$ cat src/rtl/multicycle_control_unit.sv
// Multicycle control FSM: sequences fetch/decode/exec/mem/writeback, drives datapath strobes,
// handshakes with instruction/data memories, traps on illegal opcodes or stalled memories.
module multicycle_control_unit #(
  parameter int unsigned TIMEOUT_CYCLES = 16,
  parameter int unsigned CNT_WIDTH      = 32
) (
  input  logic                 CLK,
  input  logic                 reset,
  input  logic [31:0]          instr,
  output logic                 imem_req,
  input  logic                 imem_ready,
  output logic                 dmem_req,
  input  logic                 dmem_ready,
  input  logic                 zero,
  output logic                 sub,
  output logic                 ULA_din2_sel,
  output logic                 RF_din_sel,
  output logic                 WE_RF,
  output logic                 WE_MEM,
  output logic                 load_pc,
  output logic                 reset_pc,
  output logic                 pc_next_sel,
  output logic                 illegal,
  output logic                 timeout,
  output logic [2:0]           state,
  output logic [CNT_WIDTH-1:0] instret
);

  typedef enum logic [2:0] {
    S_FETCH  = 3'd0,
    S_DECODE = 3'd1,
    S_EXEC   = 3'd2,
    S_MEM    = 3'd3,
    S_WB     = 3'd4,
    S_TRAP   = 3'd5
  } state_t;

  typedef enum logic [2:0] {
    OP_LW, OP_SW, OP_ADD, OP_SUB, OP_ADDI, OP_BEQ, OP_BNE, OP_ILL
  } op_t;

  localparam int unsigned WAIT_W = (TIMEOUT_CYCLES > 1) ? $clog2(TIMEOUT_CYCLES) : 1;
  localparam logic [WAIT_W-1:0] WAIT_LAST =
    WAIT_W'((TIMEOUT_CYCLES > 0) ? (TIMEOUT_CYCLES - 1) : 0);
  localparam bit TIMEOUT_EN = (TIMEOUT_CYCLES != 0);

  state_t                state_q, state_d;
  logic [31:0]           ir_q, ir_d;
  logic [CNT_WIDTH-1:0]  instret_q, instret_d;
  logic [WAIT_W-1:0]     wait_cnt_q, wait_cnt_d;
  logic                  illegal_q, illegal_d;
  logic                  timeout_q, timeout_d;
  logic                  reset_pc_q, reset_pc_d;

  op_t  op;
  logic alu_imm;
  logic alu_sub;
  logic is_branch;
  logic is_mem;
  logic mem_stall;

  // Only opcode/funct3/funct7 steer control; register and immediate fields belong to the datapath.
  logic unused_ir_fields;
  assign unused_ir_fields = ^{ir_q[24:15], ir_q[11:7]};

  always_comb begin
    op = OP_ILL;
    case (ir_q[6:0])
      7'h03: if (ir_q[14:12] == 3'b010) op = OP_LW;
      7'h23: if (ir_q[14:12] == 3'b010) op = OP_SW;
      7'h13: if (ir_q[14:12] == 3'b000) op = OP_ADDI;
      7'h33: begin
        if (ir_q[14:12] == 3'b000) begin
          if (ir_q[31:25] == 7'h00)      op = OP_ADD;
          else if (ir_q[31:25] == 7'h20) op = OP_SUB;
        end
      end
      7'h63: begin
        if (ir_q[14:12] == 3'b000)      op = OP_BEQ;
        else if (ir_q[14:12] == 3'b001) op = OP_BNE;
      end
      default: op = OP_ILL;
    endcase
  end

  always_comb begin
    alu_imm   = (op == OP_LW) || (op == OP_SW) || (op == OP_ADDI);
    alu_sub   = (op == OP_SUB) || (op == OP_BEQ) || (op == OP_BNE);
    is_branch = (op == OP_BEQ) || (op == OP_BNE);
    is_mem    = (op == OP_LW) || (op == OP_SW);
  end

  // Strobes decode from the registered state; forced low while reset is held.
  always_comb begin
    imem_req     = 1'b0;
    dmem_req     = 1'b0;
    sub          = 1'b0;
    ULA_din2_sel = 1'b0;
    RF_din_sel   = 1'b0;
    WE_RF        = 1'b0;
    WE_MEM       = 1'b0;
    load_pc      = 1'b0;
    pc_next_sel  = 1'b0;
    if (!reset) begin
      case (state_q)
        S_FETCH: imem_req = 1'b1;
        S_EXEC: begin
          sub          = alu_sub;
          ULA_din2_sel = alu_imm;
          if (is_branch) begin
            load_pc     = 1'b1;
            pc_next_sel = (op == OP_BNE) ? ~zero : zero;
          end
        end
        S_MEM: begin
          dmem_req     = 1'b1;
          ULA_din2_sel = 1'b1;
          WE_MEM       = (op == OP_SW);
          load_pc      = (op == OP_SW) && dmem_ready;
        end
        S_WB: begin
          sub          = alu_sub;
          ULA_din2_sel = alu_imm;
          RF_din_sel   = (op != OP_LW);
          WE_RF        = 1'b1;
          load_pc      = 1'b1;
        end
        default: ;
      endcase
    end
  end

  always_comb begin
    state_d    = state_q;
    ir_d       = ir_q;
    illegal_d  = illegal_q;
    timeout_d  = timeout_q;
    reset_pc_d = 1'b1;
    mem_stall  = 1'b0;
    instret_d  = load_pc ? (instret_q + CNT_WIDTH'(1)) : instret_q;
    case (state_q)
      S_FETCH: begin
        if (imem_ready) begin
          ir_d    = instr;
          state_d = S_DECODE;
        end else begin
          mem_stall = 1'b1;
        end
      end
      S_DECODE: begin
        if (op == OP_ILL) begin
          state_d   = S_TRAP;
          illegal_d = 1'b1;
        end else begin
          state_d = S_EXEC;
        end
      end
      S_EXEC: state_d = is_branch ? S_FETCH : (is_mem ? S_MEM : S_WB);
      S_MEM: begin
        if (dmem_ready) state_d = (op == OP_SW) ? S_FETCH : S_WB;
        else            mem_stall = 1'b1;
      end
      S_WB:    state_d = S_FETCH;
      default: state_d = S_TRAP;
    endcase
    // A ready arriving on the last permitted cycle clears mem_stall, so progress wins.
    if (TIMEOUT_EN && mem_stall && (wait_cnt_q == WAIT_LAST)) begin
      state_d   = S_TRAP;
      timeout_d = 1'b1;
    end
    if (state_d != state_q) wait_cnt_d = '0;
    else if (mem_stall)     wait_cnt_d = wait_cnt_q + WAIT_W'(1);
    else                    wait_cnt_d = '0;
  end

  always_ff @(posedge CLK) begin
    if (reset) begin
      state_q    <= S_FETCH;
      ir_q       <= '0;
      instret_q  <= '0;
      wait_cnt_q <= '0;
      illegal_q  <= 1'b0;
      timeout_q  <= 1'b0;
      reset_pc_q <= 1'b0;
    end else begin
      state_q    <= state_d;
      ir_q       <= ir_d;
      instret_q  <= instret_d;
      wait_cnt_q <= wait_cnt_d;
      illegal_q  <= illegal_d;
      timeout_q  <= timeout_d;
      reset_pc_q <= reset_pc_d;
    end
  end

  assign state    = state_q;
  assign instret  = instret_q;
  assign illegal  = illegal_q;
  assign timeout  = timeout_q;
  assign reset_pc = reset_pc_q;

endmodule
$ cat config.mk
export PLATFORM = sky130hd
export DESIGN_NAME = multicycle_control_unit
export DESIGN_NICKNAME = d
export VERILOG_FILES = /design/src/rtl/multicycle_control_unit.sv
export SDC_FILE = /design/constraint.sdc
export NUM_CORES = 1
export LEC_CHECK = 0
export CORE_MARGIN = 3
export CORE_UTILIZATION = 30
export CTS_CLUSTER_DIAMETER = 50
export DETAILED_ROUTE_END_ITERATION = 8
export GPL_ROUTABILITY_DRIVEN = 0
export PLACE_DENSITY_LB_ADDON = 0.12
export SLEW_MARGIN = 20
export SYNTH_ARGS = -nofsm -noshare
export SYNTH_HDL_FRONTEND = slang
export SYNTH_SLANG_ARGS = --single-unit
export TNS_END_PERCENT = 20
$ cat constraint.sdc
create_clock -name CLK -period 3.5 [get_ports CLK]
set_input_delay 0.7 -clock CLK [delete_from_list [all_inputs] [get_ports CLK]]
set_output_delay 0.7 -clock CLK [all_outputs]
set_load 0.01 [all_outputs]
Word-level counts from Yosys, hierarchy flattened. Index checks and enable logic that the tools add are counted.

$add $sub $neg: 2. Equality and inequality tests: 20. Mux-type cells: 42. Bitwise gates (word level): 2. Reduce and logical (&&, ||, !) cells: 16.

Operators by type and width (number): two-way mux 3 bit (12); adder 32 x 1 -> 32 bit, second input constant (1); case mux 3 bit (5 select lines) (2); two-way mux 1 bit (23); == test 7 x 6 -> 1 bit, second input constant (3); == test 3 bit, second input constant (5); == test 3 x 2 -> 1 bit, second input constant (4); == test 3 x 1 -> 1 bit, second input constant (3); zero test 3 bit (3); == test 7 x 2 -> 1 bit, second input constant (1); == test 7 x 5 -> 1 bit, second input constant (1); == test 7 bit, second input constant (1); zero test 7 bit (1); logical OR 1 bit (5); adder 4 x 1 -> 4 bit, second input constant (1); == test 4 bit, second input constant (1); two-way mux 2 bit (2); case mux 1 bit (2 select lines) (2); AND reduction 2 bit (2); != test 3 bit (1); case mux 1 bit (3 select lines) (1); nonzero test 3 bit (1); OR reduction 3 bit (1); logical AND 1 bit (2); 2 further kinds (3).

Bits in registers: 74. Input port bits: 37. Output and inout bits: 47. Word-level logic and storage cells: 89.

Logic depth before layout (Yosys ltp). Gate-level depths: netlist (run 1).

Word-level depth: 13. Depth in mapped cells: 11. Depth with buffers taken out: 7.

Worst setup path before layout (run 1). OpenSTA, ideal clock, no wires.

Path kind: flip-flop to output port. From: register ir_q[13]. To: output port load_pc. Data arrival time: 2021 ps. Required time: 2800 ps. Slack: 779 ps. Stages on the path, launching flop included: 11. Buffers on the path: 4. Path through: dfxtp_1 buf_6 nor4_2 a31oi_1 o21ai_1 and4b_1 buf_6 o31ai_4 buf_6 buf_2 inv_1.

Word-level cells in the longest chain between the ends: 9. Elaborated cells between the ends (all ways): 18. Classes of those cells: eq/ne (5); mux (10); reduce/logical (3).

RTL lines: from (decl) (RTL line 48) `logic [31:0] ir_q, ir_d;`; from (signal assigned) (RTL line 187) `ir_q <= ir_d;`; == test 3 x 1 -> 1 bit (RTL line 80) `else if (ir_q[14:12] == 3'b001) op = OP_BNE;`; two-way mux 1 bit (RTL line 80); two-way mux 2 bit (RTL line 79) `if (ir_q[14:12] == 3'b000) op = OP_BEQ;`; case mux 3 bit (5 select lines) * (RTL line 68) `case (ir_q[6:0])`; == test 3 bit (RTL line 89) `is_branch = (op == OP_BEQ) || (op == OP_BNE);`; logical OR 1 bit (RTL line 89); two-way mux 1 bit (RTL line 110) `if (is_branch) begin`; case mux 1 bit (3 select lines) * (RTL line 105) `case (state_q)`; two-way mux 1 bit * (RTL line 104) `if (!reset) begin`; to (decl) (RTL line 20) `output logic load_pc,`.

Every way passes the cells marked *; elsewhere a longest branch is shown, timed or not.

Final worst setup path (run 1).
From: register ir_q[13]. To: output port sub.

Word-level cells in the longest chain between the ends: 9. Elaborated cells between the ends (all ways): 17. Classes of those cells: eq/ne (5); mux (9); reduce/logical (3).

RTL lines: == test 3 x 1 -> 1 bit (RTL line 80); two-way mux 1 bit (RTL line 80); two-way mux 2 bit (RTL line 79); case mux 3 bit (5 select lines) * (RTL line 68); == test 3 x 2 -> 1 bit / == test 3 bit (equally long branches) (RTL line 88) `alu_sub = (op == OP_SUB) || (op == OP_BEQ) || (op == OP_BNE);`; logical OR 1 bit (RTL line 88); logical OR 1 bit * (RTL line 88); two-way mux 1 bit * (RTL line 105); two-way mux 1 bit * (RTL line 104); to (decl) (RTL line 15) `output logic sub,`.

Marked as above.

==> metrics.csv, run 1 <==
metric;value;unit
vias;3047;
path_max_fanout;7;
drive_gt1_share;12.0;%
ys_types;64;
avgSynthCellArea;8.21;µm²
ys_seq_elements;59;
core.rowCount;36;
drtAntennaViolNets;0;
post-route-period-util;96.6;%
final_net_count;494;
drtIter0Drc;127;
ys_seq_area_share;37.6;%
synth-async-reset-ratio;0;%
comb_power_share;11.9;%
p_sw_share;24.8;%
tightest_slew;847;ps
syn_inst;383;
synth_top_area_share;37.6;%
hold_buffers;0;
status;finished clean;
cts_tree;done;
crit_buf_inv;3;
dp_hpwl;6.05;mm
clock_latency;340;ps
worst_slack;118;ps
irDropWorstVdd;0.000180;V
yosys-top-cells-area;dfxtp_1 38%, a21oi_1 7.3%, nand2_1 6.1%;
skew;8.16;ps
setup_viol;0;
cp-start-kind;flop;
synth_top_family_by_area;simple AND/OR/NAND/NOR gates;
drc;0;
yosys_warnings;0;
place_ws;205;ps
synth_most_common_cell;dfxtp_1;
grt_pass1_wl;13.9;mm
hold_class;reg -> reg;
rsz0062_at_grt;yes;
synth_simple_gate_area_share;30.6;%
wl;8.42;mm
track_usage;14.8;%
start_util;31.4;%
grt_pass1_vias;2896;
synth_flop_cell;dfxtp_1;
syn-cell-area;3140;µm²
crit_chain;buf_4 -> nor4b_1 -> o21bai_1 -> a21oi_2 -> nand2_1 -> buf_4 -> xnor2_1 -> o21ai_0 -> o211a_1 -> clkdlybuf4s50_1;
die_w;108;µm
synth_fa_ha_area_share;0.796;%
hold_viol;0;
grt-ovfl-total;0;
critPathTopFamily;buffers and inverters;
vias_per_cell;5.14;
muxShareOfSynthArea;1.03;%
arrival;2680;ps
first_pass_iters;4;
route.detailed.wl_per_inst;14.2;µm
max_freq;0.296;GHz
synth_compound_area_share;23.1;%
ios;84;
clkPwrFrac;43.6;%
diodes;0;
yosys.area_share.xor_xnor;1.95;%
internal-power;1.22;mW
numCtsBuffers;9;
finalMaxSlewViolations;0;
grt_max_degree;33;
crit_type;reg -> out;
netlist_top_cells_count;59 x dfxtp_1, 51 x nand2_1, 46 x a21oi_1, 26 x nor2_1, 17 x o21ai_0;
p_leak;1.41;nW
yosys.area.top_type;dfxtp_1;
p_sw;0.404;mW
synth_nets;422;
sequentialPowerShare;44.5;%
finalCriticalPeriod;3380;ps
io_buffers;68;
dieArea;11700;µm²
syn_to_final_growth;33.9;%
clockBufferDepth;2;
cp_common_cell;buf_4;
slowest_stage;clkdlybuf4s50_1;
cts.sinks;59;
synth_edf_count;0;
clk_pin_slew;70;ps
fin_tns_setup;0;ps
clockRootBuffer;clkbuf_8;
critPathRequiredTime;2800;ps
drv_cap;0;
pwr_density_cell;387;nW/µm²
coreArea;10000;µm²
htree_levels;3;
cpPeakStageDelay;550;ps
antenna_found_initial;0;
endpoint_kind;output port;
slew_headroom;43.1;%
die_h;108;µm
-- layout by cell type (no fill, tap or decap), types with 4 or more instances in the layout --
cell type,netlist,routed
clkdlybuf4s50_1,0,66
dfxtp_1,59,57
nand2_1,51,51
a21oi_1,46,46
nor2_1,26,26
o21ai_0,17,17
nand3_1,16,16
or3_1,16,16
o31ai_1,15,15
buf_4,1,14
or4_1,13,13
nor3_1,12,12
inv_1,11,11
clkbuf_8,0,11
nor2b_1,5,5
nand4_1,5,5
and3_1,4,4
xor2_1,4,4
-- stage by stage --
| stage | hold slack (ps) | cells | cell area (µm²) | util [%] | power, mW |
|---|---|---|---|---|---|
| final | 452 | 593 | 4210 | 42.1 | 1.63 |
| after global routing | 477 | 593 | 4210 | 42.1 | 1.70 |
| after CTS | 455 | 593 | 4210 | 42.1 | 1.65 |
| after detailed placement | 443 | 577 | 3980 | 39.8 | 0.934 |
| after global placement | 432 | 577 | 3980 | 39.8 | 0.932 |
| after floorplan | 418 | 383 | 3140 | - | 0.856 |
-- state kept, by name, indices dropped and copies added (netlist names) --
| name | flops |
|---|---|
| state | 3 |
| illegal | 1 |
| reset_pc | 1 |
| ir_q | 17 |
| instret | 32 |
| wait_cnt_q | 4 |
| timeout | 1 |
-- path summary, 6_finish.rpt --
kind | from | to | slack [ps] | depth (start not counted)
worst max-delay path | ir_q[13] | sub | 120 | 10
worst max register to register | state[2] | instret[30] | 590 | 8
worst min-delay path | wait_cnt_q[0] | wait_cnt_q[0] | 450 | 1
worst min register to register | wait_cnt_q[0] | wait_cnt_q[0] | 450 | 1
-- cell families (layout without fill, tap and decap cells) --
family	count (synthesis)	in the layout
flops	59	59
xor+xnor	7	7
compound gates	108	108
simple gates	172	172
buf+inv	32	109
fa+ha+maj	2	2
mux	3	3
-- area by class of cell --
class | instances | area (µm²)
Fill cell | 1032 | 5790
Multi-Input combinational cell | 292 | 1810
Sequential cell | 59 | 1180
Timing Repair Buffer | 82 | 783
Tap cell | 133 | 166
Clock buffer | 11 | 151
Clock inverter | 5 | 75.1
Inverter | 11 | 41.3
-- worst register-to-register path, delay by kind of cell (launching register included) --
family                 cells  cell delay [ps]
AOI/OAI and AO/OA          2              350
buffers and inverters      1              230
DFF                        1              640
and+or+nand+nor            5             1640
-- power by group through the flow --
stage | registers (mW) | logic, mW | clock network (mW)
after detailed placement | 0.740 | 0.194 | 0
final | 0.725 | 0.193 | 0.710
after global routing | 0.729 | 0.217 | 0.752
after global placement | 0.739 | 0.193 | 0
after floorplan | 0.731 | 0.125 | 0
after CTS | 0.725 | 0.196 | 0.730
-- what timing repair did --
action,4_1_cts,5_1_grt
resized for setup,2,1
setup endpoints to repair,1,3
cloned,0,0
setup buffers,0,0
-- layer usage --
| layer | wire (µm) | global-route usage, % |
|---|---|---|
| met4 | 73 | 3.88 |
| met1 | 3930 | 18.1 |
| met3 | 457 | 4.78 |
| met2 | 3960 | 25.0 |
| met5 | 0 | 0 |
No activity file was read; power rests on OpenSTA's default activity.
==> inputs of run 2 (changes only) <==
- CTS_CLUSTER_SIZE: unset -> 16
- HOLD_SLACK_MARGIN: unset -> 0.05
==> results of run 2 <==
The final DEF is identical to that of run 1; final timing and power are the same.
==> inputs of run 3 (changes only) <==
- MAX_ROUTING_LAYER: unset -> met4
==> metrics.csv, run 3 (same netlist as run 1, synthesis figures left out) <==
metric;value;unit
status;finished clean;
critPathRequiredTime;2800;ps
hold_path.startpoint;ir_q[3];
ios;84;
rsz0062_at_grt;yes;
grt_pass1_wl;13.8;mm
cp-start-kind;flop;
tightest_slew;844;ps
path_max_fanout;7;
io_buffers;68;
slew_headroom;43.3;%
multi_input_area;1810;µm²
cp_common_cell;buf_4;
p_sw_share;24.8;%
met3_usage;4.66;%
grtUsageMet2;25.0;%
htree_levels;3;
clk_pin_slew;70;ps
hold_end;ir_q[3];
irDropWorstVdd;0.000180;V
min_path_cells;2;
grt_pass1_vias;2897;
critPathTopFamily;buffers and inverters;
pwr_density_cell;387;nW/µm²
comb_power_share;11.9;%
busiest_layer;met2;
clockBufferDepth;2;
slowest_stage;clkdlybuf4s50_1;
internal-power;1.22;mW
diodes;0;
setup_viol;0;
r2r.worst_path.cells;8;
crit_buf_inv;3;
vias_per_cell;5.11;
core.rowCount;36;
clkPwrFrac;43.6;%
syn_to_final_growth;33.9;%
final_area;4210;µm²
layout_commonest_cell;clkdlybuf4s50_1;
first_pass_iters;4;
vias;3030;
max_freq;0.295;GHz
sequentialPowerShare;44.5;%
clock_latency;330;ps
p_sw;0.403;mW
start_util;31.4;%
hold_ws;453;ps
finalPower;1.63;mW
rr_endpoint;instret[30];
antenna_found_initial;0;
dp_hpwl;6.05;mm
endpoint_kind;output port;
dieArea;11700;µm²
route.detailed.wl_per_inst;14.2;µm
ff_latch_area;1180;µm²
die_w;108;µm
crit_type;reg -> out;
finalCriticalPeriod;3380;ps
coreArea;10000;µm²
clockRootBuffer;clkbuf_8;
p_leak;1.41;nW
place_ws;205;ps
final_net_count;494;
crit_chain;buf_4 -> nor4b_1 -> o21bai_1 -> a21oi_2 -> nand2_1 -> buf_4 -> xnor2_1 -> o21ai_0 -> o211a_1 -> clkdlybuf4s50_1;
hold_class;reg -> reg;
placed_cell_area;3980;µm²
arrival;2680;ps
hold_viol;0;
drc;0;
cts_tree;done;
mostFrequentLayoutCells;66 x clkdlybuf4s50_1, 57 x dfxtp_1, 51 x nand2_1;
track_usage;15.2;%
postCtsSetupBuffers;0;
skew;8.77;ps
numCtsBuffers;9;
r2r_start;state[2];
post-route-period-util;96.7;%
num-fill-cells;1032;
drv_cap;0;
die_h;108;µm
finalMaxSlewViolations;0;
grt_max_degree;33;
grt-ovfl-total;0;
cts.sinks;59;
cpPeakStageDelay;550;ps
rrSetupSlack;620;ps
use_met1;18.0;%
drive_gt1_share;12.0;%
largest_reg_flops;32;
worst_slack;116;ps
drtIter0Drc;125;
wl;8.39;mm
utilization;42.1;%
drtAntennaViolNets;0;
[run 3: layer usage]
layer	up-vias	wire [µm]
met5	-	0
met4	0	55
met2	56	3990
li1	1559	-
met3	4	404
met1	1411	3940
[run 3: metrics by stage]
stage | setup TNS (ps) | cells
global route | -91.2 | 593
CTS | 0 | 593
global placement | 0 | 577
detailed placement | 0 | 577
floorplan | 0 | 383
finish | 0 | 593
[run 3: final cells by class]
class,count,area share (%)
Clock buffer,11,3.60
Clock inverter,5,1.78
Inverter,11,0.981
Multi-Input combinational cell,292,43.0
Sequential cell,59,28.1
Tap cell,133,3.95
Timing Repair Buffer,82,18.6
[run 3: worst register-to-register path, stage by stage, from the launching register on]
cell and delay (ps):
dfxtp_1 630, nor3b_2 290, buf_4 230, o211a_1 200, nand4_1 270, nor3_1 430, nand2_1 130, or4_1 490
a21oi_1 150
[run 3: how the worst max path moves through the flow]
| stage | depth (start not counted) | slack (ps) | to | startpoint |
|---|---|---|---|---|
| floorplan | 10 | 780 | load_pc | ir_q[13] |
| global placement | 7 | 200 | load_pc | dmem_ready |
| detailed placement | 7 | 210 | load_pc | dmem_ready |
| CTS | 6 | 20 | pc_next_sel | ir_q[13] |
| global route | 8 | -50 | load_pc | ir_q[13] |
| finish | 10 | 120 | sub | ir_q[13] |
[run 3: power by group through the flow]
| stage | sequential [mW] | combinational [mW] | clock (mW) |
|---|---|---|---|
| after floorplan | 0.731 | 0.125 | 0 |
| after global placement | 0.739 | 0.193 | 0 |
| after detailed placement | 0.740 | 0.194 | 0 |
| after CTS | 0.725 | 0.196 | 0.730 |
| after global routing | 0.729 | 0.217 | 0.752 |
| final | 0.725 | 0.193 | 0.709 |
[run 3: repair_timing]
item                       in CTS  in global routing
gates cloned                    0                  0
setup endpoints to repair       1                  3
resized for setup               2                  1
hold buffers                    0                  0
